===== config.mk =====
export PLATFORM = sky130hd
export DESIGN_NAME = alu_mul_sequencer
export DESIGN_NICKNAME = d
export VERILOG_FILES = /design/src/rtl/alu_pkg.sv /design/src/rtl/alu_mul_sequencer.sv
export SDC_FILE = /design/constraint.sdc
export NUM_CORES = 1
export LEC_CHECK = 0
export ABC_CLOCK_PERIOD_IN_PS = 2200
export BUFFER_PORTS_ARGS = -buffer_cell sky130_fd_sc_hd__buf_4
export CAP_MARGIN = 10
export CORE_ASPECT_RATIO = 1.5
export CORE_UTILIZATION = 32
export CTS_BUF_LIST = sky130_fd_sc_hd__clkbuf_8
export CTS_CLUSTER_SIZE = 40
export DETAILED_ROUTE_END_ITERATION = 10
export GPL_ROUTABILITY_DRIVEN = 0
export PLACE_DENSITY = 0.62
export REMOVE_ABC_BUFFERS = 1
export SYNTH_ARGS = -nofsm -noshare
export SYNTH_HDL_FRONTEND = slang
export SYNTH_SLANG_ARGS = --single-unit

===== constraint.sdc =====
create_clock -name clk -period 2.2 [get_ports clk]
set_input_delay 0.33 -clock clk [delete_from_list [all_inputs] [get_ports clk]]
set_output_delay 0.33 -clock clk [all_outputs]
set_load 0.05 [all_outputs]

===== src/rtl/alu_pkg.sv =====
// Shared ALU command encoding and multiplier-sequencer state encoding.
package alu_pkg;

  typedef enum logic [2:0] {
    ADD  = 3'd0,
    SUB  = 3'd1,
    XOR  = 3'd2,
    SLT  = 3'd3,
    AND  = 3'd4,
    NAND = 3'd5,
    NOR  = 3'd6,
    OR   = 3'd7
  } alu_cmd_t;

  typedef enum logic [1:0] {
    IDLE = 2'd0,
    CALC = 2'd1,
    DONE = 2'd2
  } seq_state_t;

endpackage


===== src/rtl/alu_mul_sequencer.sv =====
// Shift-and-add WIDTHxWIDTH multiplier that borrows an external combinational ALU for its adds.
// Define ALUSEQ_SIGNED_EN for two's-complement operands (final iteration subtracts).
module alu_mul_sequencer
  import alu_pkg::*;
#(
  parameter int WIDTH = 32,
  parameter int CNT_W = 6
) (
  input  logic               clk,
  input  logic               rst_n,
  input  logic               req_valid,
  output logic               req_ready,
  input  logic [WIDTH-1:0]   req_a,
  input  logic [WIDTH-1:0]   req_b,
  output logic [2:0]         alu_command,
  output logic [WIDTH-1:0]   alu_operand_a,
  output logic [WIDTH-1:0]   alu_operand_b,
  input  logic [WIDTH-1:0]   alu_result,
  input  logic               alu_carryout,
  input  logic               alu_overflow,
  output logic               rsp_valid,
  input  logic               rsp_ready,
  output logic [2*WIDTH-1:0] rsp_product,
  output logic               busy
);

  seq_state_t       state, state_next;
  logic [CNT_W-1:0] counter;
  logic [WIDTH-1:0] acc_hi, acc_lo, mcand;
  logic             last_iter;
  logic             top;
  alu_cmd_t         cmd;

  // Only one of the two flags feeds the shift-in bit, depending on the build.
  logic unused_flags;
  assign unused_flags = alu_carryout ^ alu_overflow;

  assign last_iter = (counter == CNT_W'(WIDTH - 1));

`ifdef ALUSEQ_SIGNED_EN
  // True sign of the signed sum, recovered even when the ALU overflows.
  assign top = alu_result[WIDTH-1] ^ alu_overflow;
`else
  assign top = alu_carryout;
`endif

  // NOTE: every always_comb output gets a default first, so no path can infer a latch.
  always_comb begin
    state_next    = state;
    cmd           = ADD;
    alu_operand_a = '0;
    alu_operand_b = '0;
    unique case (state)
      IDLE: if (req_valid) state_next = CALC;
      CALC: begin
        alu_operand_a = acc_hi;
        alu_operand_b = acc_lo[0] ? mcand : '0;
`ifdef ALUSEQ_SIGNED_EN
        // The multiplier sign bit carries weight -2^(WIDTH-1).
        if (last_iter && acc_lo[0]) cmd = SUB;
`endif
        if (last_iter) state_next = DONE;
      end
      DONE:    if (rsp_ready) state_next = IDLE;
      default: state_next = IDLE;
    endcase
  end

  assign alu_command = cmd;

  // NOTE: state uses non-blocking assignments so all registers update from pre-edge values.
  // NOTE: datapath registers are reset too, so rsp_product and the ALU operands start at zero.
  always_ff @(posedge clk or negedge rst_n) begin
    if (!rst_n) begin
      state   <= IDLE;
      counter <= '0;
      acc_hi  <= '0;
      acc_lo  <= '0;
      mcand   <= '0;
    end else begin
      state <= state_next;
      unique case (state)
        IDLE: if (req_valid) begin
          mcand   <= req_a;
          acc_lo  <= req_b;
          acc_hi  <= '0;
          counter <= '0;
        end
        CALC: begin
          {acc_hi, acc_lo} <= {top, alu_result, acc_lo[WIDTH-1:1]};
          counter          <= counter + 1'b1;
        end
        default: ;
      endcase
    end
  end

  assign req_ready   = (state == IDLE);
  assign rsp_valid   = (state == DONE);
  assign busy        = (state == CALC) || (state == DONE);
  assign rsp_product = rsp_valid ? {acc_hi, acc_lo} : '0;

endmodule


After elaboration in Yosys (flattened, before gate mapping)
Index checks and enable logic that the tools add are counted.
W data, S select, Z words.
{"block": "word_totals", "ff_bits": 104, "inputBits": 102, "out_inout_bits": 134, "word_cells": 32}
{"block": "classes", "n_addsub": 1, "eq_ne": 6, "n_mux": 14, "reduce_logical": 6}
{"operator": "$mux W32", "count": 5}
{"operator": "$pmux W32 S2", "count": 2}
{"operator": "$mux W64", "count": 1}
{"operator": "$pmux W6 S2", "count": 1}
{"operator": "$add A6 B1 Y6 const B", "count": 1}
{"operator": "$eq A6 B5 Y1 const B", "count": 1}
{"operator": "$mux W2", "count": 3}
{"operator": "$mux W6", "count": 1}
{"operator": "$pmux W2 S3", "count": 1}
{"operator": "$ne A2 B2 Y1 const B", "count": 2}
{"operator": "$reduce_and A2 Y1", "count": 2}
{"operator": "$reduce_and A3 Y1", "count": 1}
{"operator": "$eq A2 B1 Y1 const B", "count": 1}
{"operator": "$eq A2 B2 Y1 const B", "count": 1}
{"operator": "$logic_not A2 Y1", "count": 1}
{"operator": "$ne A2 B1 Y1 const B", "count": 1}
{"operator": "$reduce_bool A2 Y1", "count": 1}
{"operator": "$logic_or A1 B1 Y1", "count": 1}

Depth between registers and ports, before layout
{"block": "logic_depth", "ltp_word": 3, "depth_mapped": 7, "mapped_depth_nobuf": 6}

Least setup slack after synthesis
No wires, ideal clock.
{"block": "synth_path", "path_kind": "flip-flop to output port", "start": "register state[0]", "end": "output rsp_product[63]", "arrival_time_ns": 1.882, "required_time_ns": 1.870, "slack_ns": -0.012, "stages_incl_launch_ff": 6, "path_buffers": 2, "cell_sequence": "dfrtp_1 inv_1 ha_1 clkbuf_1 clkbuf_1 and2_1"}
{"block": "synth_between", "elab_chain_cells": 2}
{"item": "start: declaration", "line": "alu_mul_sequencer.sv:27", "text": "seq_state_t state, state_next;"}
{"item": "start signal: assignment", "line": "alu_mul_sequencer.sv:81", "text": "state <= state_next;"}
{"item": "$eq A2 B2 Y1", "line": "alu_mul_sequencer.sv:99", "text": "assign rsp_valid = (state == DONE);"}
{"item": "net rsp_valid", "line": "alu_mul_sequencer.sv:21", "text": "output logic rsp_valid,"}
{"item": "$mux W64", "line": "alu_mul_sequencer.sv:101", "text": "assign rsp_product = rsp_valid ? {acc_hi, acc_lo} : '0;"}
{"item": "end: declaration", "line": "alu_mul_sequencer.sv:23", "text": "output logic [2*WIDTH-1:0] rsp_product,"}
The timed path passes the listed nets, and every way through them passes these cells.

Final worst setup path
{"block": "layout_path", "start": "register state[1]", "end": "output alu_operand_a[24]"}
{"block": "layout_between", "elab_chain_cells": 2}
{"item": "$eq A2 B1 Y1", "line": "alu_mul_sequencer.sv:53", "text": "unique case (state)"}
{"item": "$mux W32", "line": "alu_mul_sequencer.sv:53"}
{"item": "end: declaration", "line": "alu_mul_sequencer.sv:16", "text": "output logic [WIDTH-1:0] alu_operand_a,"}
No other way between the ends.

==> metrics.yaml <==
timing:
  rsz0062_at_grt: "no"
  min_period_ps: 2110
  finalCritPeriodShare_pct: 96.0
  drv_slew: 0
  hold_violations: 0
  fin_worst_skew_ps: 10.3
  setup_viol: 0
  fmax_mhz: 474
power:
  p_seq_share_pct: 34.3
  p_comb_share_pct: 52.8
  p_int_mw: 5.55
  pwr-share-clk_pct: 13.0
  p_per_area_nw_per_um2: 1340
  p_sw_share_pct: 43.7
  total_power_mw: 9.85
  switching_power_mw: 4.30
  leakage_nw: 3.80
  peakVddDrop_mv: 0.680
synth:
  synth.avg_cell_area_um2: 10.8
  yosysWarnings: 0
  synth_area_um2: 5080
  synth_top_area_cell: "dfrtp_1"
  yosysMostFrequentCell: "dfrtp_1"
  ys_ff_latch: 104
  synth_area_leaders: "dfrtp_1 51%, and2_1 12%, mux2_2 7.5%"
  yosys_most_used_dff: "dfrtp_1"
  synth_cell_types: 25
  synth_edf_count: 0
  synth_seq_area_share_pct: 51.2
  synth.top_cell.area_share_pct: 51.2
  synth_common_cells: "104 x dfrtp_1, 97 x and2_1, 35 x nand2_1, 34 x mux2_2, 34 x o21ai_0"
  synthCells: 470
  async_reset_ff_share_pct: 100
grt:
  grt_pass1_wl_um: 21400
  gr-usage-all-layers_pct: 16.4
  grt_max_degree: 59
  grt_pass1_vias: 4330
  grt-ovfl-total: 0
  antenna_found_initial: 1
floorplan:
  row_count: 56
  die_area_um2: 16400
  die_w_um: 105
  io_pins: 236
  start_util_pct: 32.7
  core_um2: 15600
  dieHeight_um: 156
routing:
  via_per_inst: 4.70
  drt-pass1-iter-count: 6
  postRouteAntennaNets: 0
  drt_iter0_drc: 94
  via_count: 4202
  wl_per_cell_um: 14.9
  routed_wl_um: 13300
  route.detailed.drc: 0
clock_tree:
  ctsRootBufferMaster: "clkbuf_8"
  post-cts-setup-buffers: 0
  cts_tree: "done"
  clk_pin_slew_ps: 100
  insertion_delay_ps: 360
  cts_buffers: 9
  cts-htree-levels: 3
  clock_path_buffers: 2
  clock-sinks: 104
final_layout:
  diodes: 0
  num-nets-final: 794
  drive_gt1_share_pct: 43.1
  finish.utilization_pct: 47.3
  area_delta_synth_final_pct: 44.8
  post_layout_nonfiller_instances: 894
flow_run:
  max-cap-violations: 0
critical_path:
  rrSetupSlack_ps: 250
  crit_chain: "inv_1, ha_4, buf_12, and2_1, buf_4"
  path_class: "register to output port"
  critPathTopFamily: "buffers and inverters"
  crit_path_end_kind: "output port"
  crit_slowest_cell: "dfrtp_1"
  worst_path_largest_cell_delay_ps: 410
  cp.required_ps: 1870
  cp_data_arrival_time_ps: 1780
  worst_setup_path_start_kind: "register"
  worstPathMaxFanout: 42
  crit_buf_inv: 3
hold_path:
  hp-class: "primary input to register"
placed_design:
  dp.cells: 879
  io_buffers: 231
  dp_hpwl_um: 10100
outcome:
  status: "finished clean"
## flip-flops by register name (all words and copies together), names as in the netlist
register	flops
state	2
acc_hi	32
mcand	32
acc_lo	32
counter	6
## layout make-up
class                   instances  area [um2]
multi-input cells             323        2310
well taps                     203         254
clock buffers                   9         124
repair buffers                247        1970
fillers                      1505        8200
flip-flops and latches        104        2600
clock inverters                 5        82.6
inverters                       3        11.3
## per-stage QoR
step,setup WS [ps],area (um2),hold slack (ps),setup TNS [ps]
floorplan,-4120,4900,34.4,-362320
detailed placement,265,7140,287,0
CTS,56.9,7350,154,0
global placement,360,7140,283,0
finish,88.1,7360,177,0
global route,24.6,7360,156,0
## per-layer routing
layer	up-vias	global-route usage (%)	part of all wire [%]
met5	-	0	0.090
met4	2	5.63	1.7
met2	163	29.3	51
li1	2018	-	-
met3	21	4.91	7.6
met1	1998	18.4	39
## cells in the final DEF (no fill, tap or decap), types with 2 or more instances in the layout
cell type and instances:
or3_1 2, nor2_1 5, a22o_1 33, mux2i_1 32, and2_1 97, xnor2_1 3, o21ai_0 34, and3_1 32
mux2_2 34, clkbuf_8 9, a21oi_1 2, inv_1 3, buf_4 236, nand2_1 35, dfrtp_1 104, bufinv_16 2
buf_12 9, ha_1 2, conb_1 3
## timing repair
action                     in CTS  in global routing
setup endpoints to repair       0                  4
gates resized for setup         0                  1
hold endpoints to repair       27                  0
hold buffers                    1                  0
## final timing paths
| kind | cells after the start | endpoint | start |
|---|---|---|---|
| hold reg to reg | 2 | acc_lo[0] | acc_lo[0] |
| setup / recovery | 5 | alu_operand_a[24] | state[1] |
| hold / removal | 2 | acc_hi[10] | alu_result[11] |
| min in group asynchronous | 2 | acc_lo[0] | rst_n |
| max in group asynchronous | 3 | acc_hi[11] | rst_n |
| setup reg to reg | 6 | acc_lo[15] | state[0] |
## power groups by stage
stage | combinational (mW) | sequential (mW) | clock, mW
floorplan | 3.51 | 3.23 | 0
global placement | 5.17 | 3.36 | 0
detailed placement | 5.29 | 3.42 | 0
CTS | 5.28 | 3.39 | 1.35
global route | 5.59 | 3.52 | 1.41
finish | 5.20 | 3.38 | 1.28
## kinds of logic after synthesis
kind of cell,synth area share (%)
muxes,14.0
DFF,51.2
adders and majority gates,0.985
AOI/OAI and AO/OA,9.41
buffers and inverters,3.99
other,0.0738
xor gates and xnor gates,0.517
and+or+nand+nor,19.8
(Power assumes the default switching activity.)
